## src/rtl/pipe_shifter_if.sv

```systemverilog
// Operation/result handshake bundle for pipe_shifter.
// The slave side is the shifter; the master side is its producer/consumer.
interface pipe_shifter_if #(
    parameter int unsigned WIDTH = 16
);
    localparam int SHW = $clog2(WIDTH);

    logic             in_valid;
    logic             in_ready;
    logic [WIDTH-1:0] in_data;
    logic [SHW-1:0]   in_amt;
    logic [1:0]       in_op;
    logic             out_valid;
    logic             out_ready;
    logic [WIDTH-1:0] out_data;
    logic             out_carry;
    logic             out_zero;

    modport master (
        output in_valid, in_data, in_amt, in_op, out_ready,
        input  in_ready, out_valid, out_data, out_carry, out_zero
    );

    modport slave (
        input  in_valid, in_data, in_amt, in_op, out_ready,
        output in_ready, out_valid, out_data, out_carry, out_zero
    );
endinterface

```

## src/rtl/pipe_shifter.sv

```systemverilog
// Pipelined barrel shifter: stage k applies a 2^k shift/rotate when amt[k] is set.
// A single global stall freezes every stage while the output is held.
module pipe_shifter #(
    parameter int unsigned WIDTH = 16
) (
    input  logic          clk,
    input  logic          reset,
    pipe_shifter_if.slave io_bus
);
    localparam int SHW = $clog2(WIDTH);

    localparam logic [1:0] OP_SLL = 2'b00;
    localparam logic [1:0] OP_SRL = 2'b01;
    localparam logic [1:0] OP_SRA = 2'b10;

    logic             r_valid [SHW];
    logic [WIDTH-1:0] r_data  [SHW];
    logic [SHW-1:0]   r_amt   [SHW];
    logic [1:0]       r_op    [SHW];
    logic             r_carry [SHW];
    logic             r_zero;

    logic             w_src_valid [SHW];
    logic [WIDTH-1:0] w_src_data  [SHW];
    logic [SHW-1:0]   w_src_amt   [SHW];
    logic [1:0]       w_src_op    [SHW];
    logic             w_src_carry [SHW];
    logic [WIDTH-1:0] w_nxt_data  [SHW];

    logic             w_stall;
    logic             w_carry_in;
    logic             w_zero_nxt;
    logic [SHW-1:0]   w_sll_idx;
    logic [SHW-1:0]   w_sr_idx;

    function automatic logic [WIDTH-1:0] f_shift(input logic [WIDTH-1:0] d,
                                                 input logic [1:0]       op,
                                                 input int unsigned      sh);
        case (op)
            OP_SLL:  f_shift = d << sh;
            OP_SRL:  f_shift = d >> sh;
            OP_SRA:  f_shift = $unsigned($signed(d) >>> sh);
            default: f_shift = (d >> sh) | (d << (WIDTH - sh));
        endcase
    endfunction

    assign w_stall = r_valid[SHW-1] & ~io_bus.out_ready;

    // WIDTH is a power of two, so WIDTH-amt wraps to 0 - amt in SHW bits.
    assign w_sll_idx = SHW'(0) - io_bus.in_amt;
    assign w_sr_idx  = io_bus.in_amt - SHW'(1);

    always_comb begin
        w_carry_in = 1'b0;
        if (io_bus.in_amt != '0) begin
            w_carry_in = (io_bus.in_op == OP_SLL) ? io_bus.in_data[w_sll_idx]
                                                  : io_bus.in_data[w_sr_idx];
        end
    end

    always_comb begin
        w_src_valid[0] = io_bus.in_valid & ~w_stall;
        w_src_data[0]  = io_bus.in_data;
        w_src_amt[0]   = io_bus.in_amt;
        w_src_op[0]    = io_bus.in_op;
        w_src_carry[0] = w_carry_in;
        for (int k = 1; k < SHW; k++) begin
            w_src_valid[k] = r_valid[k-1];
            w_src_data[k]  = r_data[k-1];
            w_src_amt[k]   = r_amt[k-1];
            w_src_op[k]    = r_op[k-1];
            w_src_carry[k] = r_carry[k-1];
        end
        for (int k = 0; k < SHW; k++) begin
            w_nxt_data[k] = w_src_amt[k][k] ? f_shift(w_src_data[k], w_src_op[k], 1 << k)
                                            : w_src_data[k];
        end
        w_zero_nxt = w_src_valid[SHW-1] & (w_nxt_data[SHW-1] == '0);
    end

    always_ff @(posedge clk or posedge reset) begin
        if (reset) begin
            for (int k = 0; k < SHW; k++) begin
                r_valid[k] <= 1'b0;
                r_data[k]  <= '0;
                r_amt[k]   <= '0;
                r_op[k]    <= '0;
                r_carry[k] <= 1'b0;
            end
            r_zero <= 1'b0;
        end else if (!w_stall) begin
            for (int k = 0; k < SHW; k++) begin
                r_valid[k] <= w_src_valid[k];
                r_data[k]  <= w_nxt_data[k];
                r_amt[k]   <= w_src_amt[k];
                r_op[k]    <= w_src_op[k];
                r_carry[k] <= w_src_carry[k];
            end
            r_zero <= w_zero_nxt;
        end
    end

    assign io_bus.in_ready  = ~w_stall;
    assign io_bus.out_valid = r_valid[SHW-1];
    assign io_bus.out_data  = r_data[SHW-1];
    assign io_bus.out_carry = r_carry[SHW-1];
    assign io_bus.out_zero  = r_zero;
endmodule

```

## src/flat_wrapper.sv

```systemverilog
// flat-port wrapper written by rule: the top's interface ports become plain ports
module pipe_shifter_flat 
#(
    parameter int unsigned WIDTH = 16
)
  (clk, reset, io_bus_in_valid, io_bus_in_data, io_bus_in_amt, io_bus_in_op, io_bus_out_ready, io_bus_in_ready, io_bus_out_valid, io_bus_out_data, io_bus_out_carry, io_bus_out_zero);
  pipe_shifter_if #(.WIDTH(WIDTH)) io_bus_i ();
  input  logic clk;
  input  logic reset;
  input wire logic [$bits(io_bus_i.in_valid)-1:0] io_bus_in_valid;
  input wire logic [$bits(io_bus_i.in_data)-1:0] io_bus_in_data;
  input wire logic [$bits(io_bus_i.in_amt)-1:0] io_bus_in_amt;
  input wire logic [$bits(io_bus_i.in_op)-1:0] io_bus_in_op;
  input wire logic [$bits(io_bus_i.out_ready)-1:0] io_bus_out_ready;
  output wire logic [$bits(io_bus_i.in_ready)-1:0] io_bus_in_ready;
  output wire logic [$bits(io_bus_i.out_valid)-1:0] io_bus_out_valid;
  output wire logic [$bits(io_bus_i.out_data)-1:0] io_bus_out_data;
  output wire logic [$bits(io_bus_i.out_carry)-1:0] io_bus_out_carry;
  output wire logic [$bits(io_bus_i.out_zero)-1:0] io_bus_out_zero;
  assign io_bus_i.in_valid = io_bus_in_valid;
  assign io_bus_i.in_data = io_bus_in_data;
  assign io_bus_i.in_amt = io_bus_in_amt;
  assign io_bus_i.in_op = io_bus_in_op;
  assign io_bus_i.out_ready = io_bus_out_ready;
  assign io_bus_in_ready = io_bus_i.in_ready;
  assign io_bus_out_valid = io_bus_i.out_valid;
  assign io_bus_out_data = io_bus_i.out_data;
  assign io_bus_out_carry = io_bus_i.out_carry;
  assign io_bus_out_zero = io_bus_i.out_zero;
  pipe_shifter #(.WIDTH(WIDTH)) u_core (.clk(clk), .reset(reset), .io_bus(io_bus_i));
endmodule
```

## config.mk

```make
export PLATFORM = sky130hd
export DESIGN_NAME = pipe_shifter_flat
export DESIGN_NICKNAME = d
export VERILOG_FILES = /design/src/rtl/pipe_shifter_if.sv /design/src/rtl/pipe_shifter.sv /design/src/flat_wrapper.sv
export SDC_FILE = /design/constraint.sdc
export NUM_CORES = 1
export LEC_CHECK = 0
export BUFFER_PORTS_ARGS = -buffer_cell sky130_fd_sc_hd__buf_2
export CAP_MARGIN = 20
export CORE_ASPECT_RATIO = 1.1
export CORE_MARGIN = 2
export CORE_UTILIZATION = 40
export CTS_BUF_LIST = sky130_fd_sc_hd__clkbuf_4
export CTS_CLUSTER_SIZE = 30
export DETAILED_ROUTE_END_ITERATION = 12
export SYNTH_ARGS = -nofsm -noshare
export SYNTH_HDL_FRONTEND = slang
export SYNTH_SLANG_ARGS = --single-unit
export TNS_END_PERCENT = 30
```

## constraint.sdc

```tcl
create_clock -name clk -period 3.4 [get_ports clk]
set_clock_uncertainty 0.05 [all_clocks]
set_input_delay 0.34 -clock clk [delete_from_list [all_inputs] [get_ports clk]]
set_output_delay 0.34 -clock clk [all_outputs]
set_load 0.03 [all_outputs]
```

# == Word level (Yosys, flattened, before mapping) ==
# Cells that the tools add are included.
# totals
wordCells,60
output_inout_bits,20
regBits,91
# classes
bitwise,9
n_eq_ne,8
n_reduce_logical,6
magnitude_cmp,2
addsub,2
n_mux,14
# ops
operator,count
16-bit case mux with 3 select lines,4
16-bit 2-to-1 mux,4
16-bit zero test,1
12-bit by 16-bit bitwise OR with 16-bit output,1
14-bit by 16-bit bitwise OR with 16-bit output,1
15-bit by 16-bit bitwise OR with 16-bit output,1
8-bit by 16-bit bitwise OR with 16-bit output,1
4-bit by 5-bit less-than comparator with 1-bit output (second input constant),2
1-bit binary-select mux with 4-bit select,2
2-bit by 1-bit equality test with 1-bit output (second input constant),4
2-bit equality test (second input constant),4
2-bit zero test,4
1-bit 2-to-1 mux,4
4-bit nonzero test,1
1-bit by 4-bit subtractor with 4-bit output (first input constant),1
4-bit by 1-bit subtractor with 4-bit output (second input constant),1
1-bit AND,3
1-bit NOT,2

# == Logic depth before layout (Yosys ltp) ==
# Gate-level depths: netlist of run 1.
# depth
depth_word,5
depth_mapped,11

# == Least setup slack after synthesis of run 1 ==
# No wires, ideal clock.
# synth_path
path_kind,input -> register
startpoint,in io_bus_in_amt[0]
endpoint,reg u_core.r_carry[3] in the netlist's numbering
required_time_ns,3.228
t_arrival_ns,2.755
cell_stages,11
setup_ns,0.122
setup_slack_ns,0.474
cell_sequence,buf_6 -> buf_2 -> clkinv_1 -> clkbuf_1 -> ha_1 -> clkbuf_1 -> mux4_2 -> nor2b_4 -> a2111oi_4 -> a21oi_1 -> a32o_1
# synth_via
elab_chain_cells,5
# synth_lines
element,line_no,source
from (decl),flat_wrapper.sv:12,input wire logic [$bits(io_bus_i.in_amt)-1:0] io_bus_in_amt;
4-bit by 1-bit subtractor with 4-bit output or 1-bit by 4-bit subtractor with 4-bit output (tied branches),"pipe_shifter.sv:51, pipe_shifter.sv:50",
1-bit binary-select mux with 4-bit select (on tied branches),"pipe_shifter.sv:57, pipe_shifter.sv:56",
1-bit 2-to-1 mux (on tied branches),"pipe_shifter.sv:57, pipe_shifter.sv:56",
1-bit 2-to-1 mux,pipe_shifter.sv:56,w_carry_in = (io_bus.in_op == OP_SLL) ? io_bus.in_data[w_sll_idx]
1-bit 2-to-1 mux (*),pipe_shifter.sv:55,if (io_bus.in_amt != '0) begin
"to (signal, indexed assignment)",pipe_shifter.sv:97,r_carry[k] <= w_src_carry[k];
to (decl),pipe_shifter.sv:20,logic r_carry [SHW];
# Mark *: on every way between the ends. The rest lies on a longest branch, timed or not. The select of a mux whose other input is x is not followed.
# A chain may end at the register's enable or synchronous reset.

# == Worst setup path in the final report of run 1 ==
# Same ends and word-level chain as after synthesis.

==> metrics, run 1 <==
status=finished clean; total wire length=10.79 mm; DR iter-0 viols=205; number of max-cap violations=0; Worst Tran Pin Value=844.0 ps; reg-to-reg slack, setup=around 1400 ps; DRC viols=0; max-slew violation count=0; largest net degree at the start of global routing=69; Fmax=435.3 MHz; clock power share=13.2%; Seq/Total Area, Yosys=44.00%; Critical Path End Type=flop; 1st-pass router iterations=5; root buf cell=clkbuf_4; Mapped Cells=589; met1 WL=around 4.9 mm; Final #Nets=623; dpl cells=736; Post-synth ARST share=100.0%; vias in the first global route=~3.7k; final antenna-violating net count=0; setup_tns=0 ps; commonest non-fill, non-tap cells in the layout=nand2_1, dfrtp_1, o21ai_0; CORE AREA=between 10000 and 15000 um^2; Worst Path Buf+Inv=2; met2 WL=5.398 mm; Clock Latency Late Sink=~440 ps; Clock Sinks=85; H-Tree Level Count=3; layout cells sized above 1=14.69%; slowest stage cell on the critical path=ha_1; Psw=1912 uW; wire length per cell=between 10 and 15 um; Core Rows=42; register share of total power=44.9%; full die area=between 10000 and 15000 um^2; WP data required=3690 ps; Num CTS Buffers=9; Design Power=4327 uW; maximum VDD drop=370.2 uV; synth warn=0; Crit Path Max Fanout=25; largest cells by area after synthesis=dfrtp_1, nand2_1, o21ai_0; drt via density=5.252; syn nets=617; grt total ovfl=0; Yosys top cell area share=44.00%; Pwr Density=834.2 nW/um^2; commonest non-fill, non-tap cell in the layout=nand2_1; CTS tree=built; Comb power frac=between 40% and 50%; GRT Util Overall=18.13%; Rel. slew slack=43.74%; chip width=108.8 um; final hold violation count=0; Final min period=2297 ps; clock-pin slew on the worst setup and hold paths=130 ps; Vias=3955; GPL Wtd Cong=between 0.8 and 0.9; critical path class=primary input to flop; cell taking the most area after synthesis=dfrtp_1; final instance area=~5200 um^2; initial antenna violation count=0; Int Pwr=around 2400 uW; period utilization=67.57%; diodes inserted=0; Initial Util=40.53%; number of synthesized flops with an enable pin=0; Area after DPL=5017 um^2; crit-path cells=buf_2 > clkinv_1 > ha_1 > mux4_2 > nor2b_4 > a2111oi_4 > a21oi_1 > a32o_1; port bufs=45; IO Count=46; CTS max path bufs=2; Synth cell types=48; DR top layer=met4; Pleak=around 0.0023 uW; WL met3=331 um; sw frac=roughly 44%; Top delay family on crit path=compound AO/OA/AOI/OAI gates; Layout area overhead=7.298%; setup violators final=0; first-pass GRT wire length=18.66 mm; final HPWL from detailed placement=7.855 mm; Hold WC Path Type=primary input to flop; Worst Path Arrival=2590 ps; synthesized flop and latch total=85; die span in y=119.3 um; unrepaired setup endpoints after global routing=no; Setup Buffers After CTS=0; Primary FF master, synth=dfrtp_1; CP max stage delay=520 ps; Startpoint Class=primary input; Finished Layout Cells=753; Avg Synthesized Cell Area=8.208 um^2; synthesized area=4835 um^2
[synth_stat cells (2+ instances only)]
cell and n:
xnor2_1 2, inv_1 5, mux4_1 5, buf_2 3
or2_2 4, nor4_1 2, clkbuf_1 37, o21ai_0 76
nand4_1 3, nand2b_1 10, a311oi_1 2, xor2_1 3
a22oi_1 4, ha_1 2, mux2_2 9, dfrtp_1 85
a21oi_1 29, buf_4 16, mux2i_1 3, o21ai_1 2
nor2b_1 11, a211oi_1 3, and3_1 2, nor3_1 2
o211ai_1 8, a31oi_1 12, a21o_1 3, nand2_1 172
nand3_1 30, mux4_2 3, nor2_1 24
[routing by layer]
layer	vias up	track usage, %
li1	2020	-
met1	1856	24.04
met2	68	29.80
met3	11	3.612
met4	0	5.369
met5	-	0
[cell type report]
type                       instances  area [um^2]
multi-input combinational        439         2400
tap                              154        192.7
inverter                           7        27.53
clock buffer                      11        82.58
timing repair buffer              53        307.8
clock inverter                     4        50.05
sequential                        85         2127
fill                            1216         6741
[flip-flops by register name (all words and copies together), names as in the netlist]
name	cells
u_core.r_data	48
u_core.io_bus.out_data	16
u_core.r_amt	6
u_core.r_op	6
u_core.r_carry	3
u_core.r_valid	3
u_core.io_bus.out_carry	1
u_core.io_bus.out_valid	1
u_core.io_bus.out_zero	1
[cell families after synthesis]
kind of cell,count (synthesis),synth area share (%)
and+or+nand+nor,266,23.76
AOI/OAI and AO/OA,146,17.47
DFF,85,44.00
buffers and inverters,65,6.521
muxes,20,6.832
xor gates and xnor gates,5,0.9060
adders and majority gates,2,0.5175
[final timing paths]
path                                                startpoint                               endpoint  depth (start not counted)
max in group asynchronous                                reset          u_core.r_data[43]$_DFFE_PP0N_                          5
max                                           io_bus_in_amt[0]          u_core.r_carry[3]$_DFFE_PP0N_                          8
min                                            io_bus_in_valid          u_core.r_valid[3]$_DFFE_PP0N_                          3
min reg2reg                u_core.io_bus.out_carry$_DFFE_PP0N_    u_core.io_bus.out_carry$_DFFE_PP0N_                          2
min in group asynchronous                                reset  u_core.io_bus.out_data[8]$_DFFE_PP0N_                          3
max reg2reg                        u_core.r_amt[7]$_DFFE_PP0N_     u_core.io_bus.out_zero$_DFFE_PP0N_                          5
[through the flow]
stage / utilization (%) / setup WS (ps) / hold slack [ps]
detailed placement: 42.06 / 648.1 / 405.3
CTS: 43.17 / 1042 / 12.03
global placement: 42.06 / 716.1 / 394.7
finish: 43.49 / 1103 / 40.28
floorplan: - / 473.8 / 388.6
global route: 43.49 / 939.5 / 19.44
[power by group through the flow]
| stage | combinational (uW) | clock, uW | sequential (uW) |
|---|---|---|---|
| after CTS | 1840 | 593 | 1940 |
| after detailed placement | 1830 | 0 | 1970 |
| final | 1810 | 571 | 1940 |
| after global routing | 2090 | 642 | 2040 |
| after global placement | 1800 | 0 | 1940 |
| after floorplan | 1690 | 0 | 1750 |
[worst min-delay path, stage by stage]
cell,delay (ps)
buf_2,80
nand2_1,40
nand2_1,50
[timing repair]
action                                 4_1_cts  5_1_grt
gates resized for setup                      0        0
hold buffers                                 0        1
endpoints found under the hold margin        0        8
Note: power is estimated with default switching activity, not from simulation.
==> run 2, diff against run 1 <==
--- a/config.mk
+++ b/config.mk
@@ -5,6 +5,7 @@
 export SDC_FILE = /design/constraint.sdc
 export NUM_CORES = 1
 export LEC_CHECK = 0
+export ABC_AREA = 1
 export BUFFER_PORTS_ARGS = -buffer_cell sky130_fd_sc_hd__buf_2
 export CAP_MARGIN = 20
 export CORE_ASPECT_RATIO = 1.1
==> constraint.sdc (replaced) <==
create_clock -name clk -period 2 [get_ports clk]
set_clock_uncertainty 0.05 [all_clocks]
set_input_delay 0.2 -clock clk [delete_from_list [all_inputs] [get_ports clk]]
set_output_delay 0.2 -clock clk [all_outputs]
set_load 0.03 [all_outputs]
==> run 2 against run 1 <==
Against the previous run:
- combinational power grew 92%
- largest power group is now combinational logic
- largest cell class unchanged
- critical path type is now flop to output pin
- sequential power grew 63%
- cell count grew 12%
==> metrics, run 2 <==
status=finished clean (unchanged); number of max-cap violations=0 (unchanged); chip width=108.4 um (was 108.8 um); setup violators final=0 (unchanged); Vias=4386 (was 3955); commonest non-fill, non-tap cells in the layout=nand2_1, nor2_1, dfrtp_1 (was nand2_1, dfrtp_1, o21ai_0); Fmax=574.1 MHz; port bufs=45 (unchanged); die span in y=118.9 um (was 119.3 um); drt via density=5.221 (was 5.252); period utilization=around 87%; largest net degree at the start of global routing=102 (was 69); Worst R2R End=u_core.io_bus.out_zero$_DFFE_PP0N_ (unchanged); root buf cell=clkbuf_4 (unchanged); hold wc startpoint=io_bus_in_data[14] (was io_bus_in_valid); Clock Latency Late Sink=450 ps (was 440 ps); Worst Path Arrival=1490 ps (was 2590 ps); Setup Buffers After CTS=0 (unchanged); full die area=12890 um^2 (was 12980 um^2); Rel. slew slack=54.41% (was 43.74%); register share of total power=42.2% (was 44.9%); Startpoint Class=flop (was primary input); DR iter-0 viols=388 (was 205); Layout area overhead=8.553% (was 7.298%); first-pass GRT wire length=20.82 mm (was 18.66 mm); initial antenna violation count=1 (was 0); Biggest register=u_core.r_data (unchanged); Yosys top cell area share=44.33% (was 44.00%); CP max stage delay=430 ps (was 520 ps); Avg Synthesized Cell Area=7.270 um^2 (was 8.208 um^2); Synth cell types=34 (was 48); Final min period=1742 ps; critical path class=flop to output pin (was primary input to flop); Final #Nets=712 (was 623); CORE AREA=11590 um^2 (was 11930 um^2); Pleak=0.002522 uW (was 0.002307 uW); WP data required=1750 ps (was 3690 ps); Crit Path Max Fanout=15 (was 25); Hold Crit Depth=3 (unchanged); clock-pin slew on the worst setup and hold paths=150 ps (was 130 ps); synth warn=0 (unchanged); Fillers=1210 (was 1216); Seq/Total Area, Yosys=44.33% (was 44.00%); Worst Tran Pin Value=683.1 ps (was 844.0 ps); H-Tree Level Count=3 (unchanged); cell taking the most area after synthesis=dfrtp_1 (unchanged); unrepaired setup endpoints after global routing=no (unchanged); syn nets=688 (was 617); Num CTS Buffers=9 (unchanged); final antenna-violating net count=0 (unchanged); sw frac=47.89% (was 44.18%); number of synthesized flops with an enable pin=0 (unchanged); Comb power frac=46.3% (was 41.9%); Critical Path End Type=output pin (was flop); 1st-pass router iterations=7 (was 5); Core Rows=41 (was 42); GPL Wtd Cong=0.9028 (was 0.8731); crit-path cells=nand2_4 > buf_4 > buf_2 (was buf_2 > clkinv_1 > ha_1 > mux4_2 > nor2b_4 > a2111oi_4 > a21oi_1 > a32o_1); Clock Sinks=85 (unchanged); Final Util=44.93% (was 43.49%); top-count cell post-synth=nand2_1 (unchanged); setup_tns=0 ps (unchanged); register area=2127 um^2 (unchanged); CTS max path bufs=2 (unchanged); Post-synth ARST share=100.0% (unchanged); Initial Util=41.39% (was 40.53%); max reg flops=48 (unchanged); clock power share=11.6% (was 13.2%); synthesized area=4798 um^2 (was 4835 um^2); R2R depth=10 (was 5); CTS tree=built (unchanged); final HPWL from detailed placement=9.267 mm (was 7.855 mm); maximum VDD drop=599.5 uV (was 370.2 uV); area of the multi-input gates=2173 um^2 (was 2400 um^2); Commonest cells post-synth=nand2_1, nor2_1, dfrtp_1 (was nand2_1, dfrtp_1, o21ai_0); synthesized flop and latch total=85 (unchanged); Primary FF master, synth=dfrtp_1 (unchanged); layout cells sized above 1=12.05% (was 14.69%); DRC viols=0 (unchanged); max-slew violation count=0 (unchanged); IO Count=46 (unchanged); Mapped Cells=660 (was 589); vias in the first global route=4197 (was 3705); reg-to-reg slack, setup=340 ps (was 1350 ps); total wire length=12.29 mm (was 10.79 mm); wire length per cell=14.63 um (was 14.33 um); Reg2Reg Launch Point=u_core.r_amt[7]$_DFFE_PP0N_ (unchanged); final hold violation count=0 (unchanged); Hold Path Sink=u_core.r_data[62]$_DFFE_PP0N_ (was u_core.r_valid[3]$_DFFE_PP0N_); Psw=3598 uW (was 1912 uW); GRT Util Overall=20.39% (was 18.13%); slowest stage cell on the critical path=dfrtp_1 (was ha_1); Pwr Density=1443 nW/um^2 (was 834.2 nW/um^2); grt total ovfl=0 (unchanged); largest cells by area after synthesis=dfrtp_1, nand2_1, nor2_1 (was dfrtp_1, nand2_1, o21ai_0); Hold WC Path Type=primary input to flop (unchanged); Int Pwr=3916 uW (was 2416 uW); commonest non-fill, non-tap cell in the layout=nand2_1 (unchanged)
==> run 2: metrics by stage <==
| stage | hold slack [ps] | instance area [um^2] | power [uW] | std cells | setup slack [ps] |
|---|---|---|---|---|---|
| after detailed placement | 256.2 | 5029 | 6678 | 817 | 385.3 |
| after global placement | 260.2 | 5029 | 6615 | 817 | 388.3 |
| after CTS | 4.223 | 5206 | 7563 | 839 | 228.8 |
| after floorplan | 266.6 | 4802 | 5893 | 660 | 138.3 |
| after global routing | 21.53 | 5209 | 8248 | 840 | 118.0 |
| final | 35.44 | 5209 | 7514 | 840 | 258.2 |
==> run 2: cell type report <==
| cell class | count | area share [%] |
|---|---|---|
| multi-input combinational | 479 | 41.72 |
| sequential | 85 | 40.84 |
| timing repair buffer | 64 | 8.071 |
| tap | 150 | 3.603 |
| inverter | 45 | 3.459 |
| clock buffer | 9 | 1.297 |
| clock inverter | 7 | 0.9608 |
| antenna | 1 | 0.04804 |
==> run 2: timing repair <==
item	4_1_cts	5_1_grt
resized for setup	0	0
hold buffers	6	0
hold endpoints to repair	29	0
==> run 2: power by group through the flow <==
stage | Sequential, uW | Clock [uW] | Combinational (uW)
3_5_place_dp | 3210 | 0 | 3470
6_report | 3170 | 868 | 3480
2_1_floorplan | 2980 | 0 | 2920
3_3_place_gp | 3180 | 0 | 3430
5_1_grt | 3280 | 982 | 3980
4_1_cts | 3170 | 905 | 3490
==> run 2: worst max path at each step <==
stage                                        start                            endpoint  depth (start not counted)
2_1_floorplan                     io_bus_in_amt[0]       u_core.r_carry[3]$_DFFE_PP0N_                         14
3_3_place_gp   u_core.io_bus.out_valid$_DFFE_PP0N_       u_core.r_carry[3]$_DFFE_PP0N_                          6
3_5_place_dp   u_core.io_bus.out_valid$_DFFE_PP0N_       u_core.r_carry[3]$_DFFE_PP0N_                          6
5_1_grt                u_core.r_amt[7]$_DFFE_PP0N_  u_core.io_bus.out_zero$_DFFE_PP0N_                         10
6_report       u_core.io_bus.out_valid$_DFFE_PP0N_                     io_bus_in_ready                          3
4_1_cts        u_core.io_bus.out_valid$_DFFE_PP0N_                     io_bus_in_ready                          3
==> run 2: worst max-delay path: cells and delay by family, from the launching register on <==
| family | cells | cell delay [ps] |
|---|---|---|
| buf+inv | 2 | 420 |
| flops | 1 | 430 |
| simple gates | 1 | 180 |
==> run 2: logic make-up after synthesis <==
family                     after synthesis  share of synthesized area [%]
AOI/OAI and AO/OA                      153                          17.65
DFF                                     85                          44.33
xor gates and xnor gates                 1                         0.1826
buffers and inverters                   96                          10.48
and+or+nand+nor                        323                          26.83
adders and majority gates                2                         0.5214
==> run 2: layer usage <==
| layer | share of wire, % | global-route usage [%] | up-vias |
|---|---|---|---|
| met4 | 3.2 | 9.615 | 0 |
| met5 | 0 | 0 | - |
| met2 | 51 | 34.22 | 122 |
| li1 | - | - | 2212 |
| met1 | 43 | 25.68 | 2020 |
| met3 | 3.3 | 2.737 | 32 |
==> run 3, diff against run 2 <==
--- a/config.mk
+++ b/config.mk
@@ -6,7 +6,6 @@
 export NUM_CORES = 1
 export LEC_CHECK = 0
 export ABC_AREA = 1
-export BUFFER_PORTS_ARGS = -buffer_cell sky130_fd_sc_hd__buf_2
 export CAP_MARGIN = 20
 export CORE_ASPECT_RATIO = 1.1
 export CORE_MARGIN = 2
@@ -14,6 +13,7 @@
 export CTS_BUF_LIST = sky130_fd_sc_hd__clkbuf_4
 export CTS_CLUSTER_SIZE = 30
 export DETAILED_ROUTE_END_ITERATION = 12
+export DONT_BUFFER_PORTS = 1
 export SYNTH_ARGS = -nofsm -noshare
 export SYNTH_HDL_FRONTEND = slang
 export SYNTH_SLANG_ARGS = --single-unit
==> run 3 against run 2 <==
Against the previous run:
- clock power is 2% lower
- global-route usage decreased by 0.42 points
- cell count is 2.6% lower
- register-to-register slack improved by 80 ps
- largest power group is now registers
==> metrics, run 3 (synthesis gave the netlist of run 2 again) <==
root buf cell=clkbuf_4 (unchanged); Vias=4319 (was 4386); Design Power=7388 uW (was 7514 uW); Top delay family on crit path=buffers and inverters (was flip-flops); Pwr Density=1420 nW/um^2 (was 1443 nW/um^2); Core Rows=41 (unchanged); hold wc startpoint=io_bus_in_amt[0] (was io_bus_in_data[14]); initial antenna violation count=1 (unchanged); die span in y=118.9 um (unchanged); CTS tree=built (unchanged); Finished Layout Cells=818 (was 840); commonest non-fill, non-tap cell in the layout=nand2_1 (unchanged); WHS=27.01 ps (was 35.44 ps); Final min period=1764 ps (was 1742 ps); CORE AREA=11590 um^2 (unchanged); Setup Buffers After CTS=0 (unchanged); drt via density=5.280 (was 5.221); most frequent cell on the critical path=nand3_1; CTS max path bufs=2 (unchanged); Layout area overhead=8.448% (was 8.553%); Crit Path Max Fanout=18 (was 15); crit-path cells=dlygate4sd3_1 > inv_2 > ha_1 > inv_1 > nand3_1 > nand2_1 > nand2_1 > nand3_1 > nand3_1 > nand3_1 > nand2_1 (was nand2_4 > buf_4 > buf_2); R2R depth=10 (unchanged); IO Count=46 (unchanged); Setup crit start=io_bus_in_amt[0] (was u_core.io_bus.out_valid$_DFFE_PP0N_); Fmax=566.9 MHz (was 574.1 MHz); Levels on crit path=11 (was 3); 1st-pass router iterations=5 (was 7); Pleak=0.002443 uW (was 0.002522 uW); Num CTS Buffers=9 (unchanged); setup_tns=0 ps (unchanged); port bufs=0 (was 45); WP data required=2300 ps (was 1750 ps); CTS-repair resized insts=0 (unchanged); slowest stage cell on the critical path=dlygate4sd3_1 (was dfrtp_1); full die area=12890 um^2 (unchanged); Worst Tran Pin Value=667.3 ps (was 683.1 ps); dpl cells=776 (was 817); Biggest register=u_core.r_data (unchanged); maximum VDD drop=544.8 uV (was 599.5 uV); Startpoint Class=primary input (was flop); number of max-cap violations=0 (unchanged); GRT Util Overall=19.97% (was 20.39%); clock-pin slew on the worst setup and hold paths=130 ps (was 150 ps); Reg2Reg Launch Point=u_core.r_amt[7]$_DFFE_PP0N_ (unchanged); grt total ovfl=0 (unchanged); commonest non-fill, non-tap cells in the layout=nand2_1, nor2_1, dfrtp_1 (unchanged); Worst Path Arrival=2070 ps (was 1490 ps); Clock Latency Late Sink=440 ps (was 450 ps); Fillers=1192 (was 1210); Hold WC Path Type=primary input to flop (unchanged); critical path class=primary input to flop (was flop to output pin); Rel. slew slack=55.46% (was 54.41%); # hold bufs at CTS=25 (was 6); DRC viols=0 (unchanged); final HPWL from detailed placement=8.775 mm (was 9.267 mm); largest net degree at the start of global routing=59 (was 102); first-pass GRT wire length=20.41 mm (was 20.82 mm); status=finished clean (unchanged); total wire length=11.90 mm (was 12.29 mm); Worst R2R End=u_core.io_bus.out_zero$_DFFE_PP0N_ (unchanged); Worst Path Buf+Inv=3 (was 2); CP endpoint=u_core.r_carry[3]$_DFFE_PP0N_ (was io_bus_in_ready); Initial Util=41.39% (unchanged); max-slew violation count=0 (unchanged); setup violators final=0 (unchanged); vias in the first global route=4358 (was 4197); wire length per cell=14.55 um (was 14.63 um); period utilization=88.20% (was 87.09%); chip width=108.4 um (unchanged); Final #Nets=690 (was 712); final antenna-violating net count=0 (unchanged); Critical Path End Type=flop (was output pin); Clock Sinks=85 (unchanged); H-Tree Level Count=3 (unchanged); layout cells sized above 1=5.997% (was 12.05%); final hold violation count=0 (unchanged); DR iter-0 viols=202 (was 388); GPL Wtd Cong=0.9400 (was 0.9028); CP max stage delay=580 ps (was 430 ps); max reg flops=48 (unchanged); reg-to-reg slack, setup=420 ps (was 340 ps); unrepaired setup endpoints after global routing=no (unchanged)
[run 3: changes by cell type in the layout (fill, tap and decap cells not counted), sizes merged]
cell         delta
dlygate4sd3    +19
buf            -41
clkbuf          +1
inv             -1
clkinvlp        -2
clkinv          +2
[run 3: how the worst min path moves through the flow]
stage               cells after the start  slack [ps]                                    end
floorplan                               2         270          u_core.r_valid[3]$_DFFE_PP0N_
global placement                        1         140          u_core.r_data[22]$_DFFE_PP0N_
global route                            3          30    u_core.io_bus.out_valid$_DFFE_PP0N_
finish                                  4          30          u_core.r_data[48]$_DFFE_PP0N_
CTS                                     4           3          u_core.r_data[48]$_DFFE_PP0N_
detailed placement                      1         140  u_core.io_bus.out_data[1]$_DFFE_PP0N_
[run 3: metrics by stage]
stage                     setup slack (ps)  utilization (%)  instance area (um^2)
after floorplan                      138.3                -                  4802
after global placement               467.0            41.80                  4846
after detailed placement             424.9            41.80                  4846
after CTS                            318.5            44.86                  5201
after global routing                 113.5            44.88                  5204
final                                236.1            44.88                  5204
[run 3: metal layers]
metal	global-route usage, %	up-vias	part of all wire, %
met4	12.58	0	4.2
met1	23.46	1961	42
met3	2.791	38	4.2
li1	-	2170	-
met5	0	-	0
met2	33.79	150	50
[run 3: worst register-to-register path, stage by stage (launching register included)]
cell,delay [ps]
dfrtp_1,670
inv_4,100
nand2_1,80
nand2_1,50
nor2_1,140
nand2_1,70
nor2_1,80
nand2_1,60
nor2_1,90
nand3_1,70
nand2_1,60
[run 3: layout make-up]
class / count / area [um^2] / area share [%]
clock buffer: 10 / 75.07 / 1.443
timing repair buffer: 42 / 427.9 / 8.223
tap: 150 / 187.7 / 3.607
antenna: 1 / 2.502 / 0.04809
inverter: 45 / 180.2 / 3.462
multi-input combinational: 479 / 2173 / 41.76
clock inverter: 6 / 30.03 / 0.5771
sequential: 85 / 2127 / 40.88
[run 3: power by group]
part	leakage [uW]	switching (uW)	internal, uW	total (uW)
logic	0.00137	1890	1120	3010
registers	0.00101	1040	2490	3530
clock network	0.0000627	593	256	849
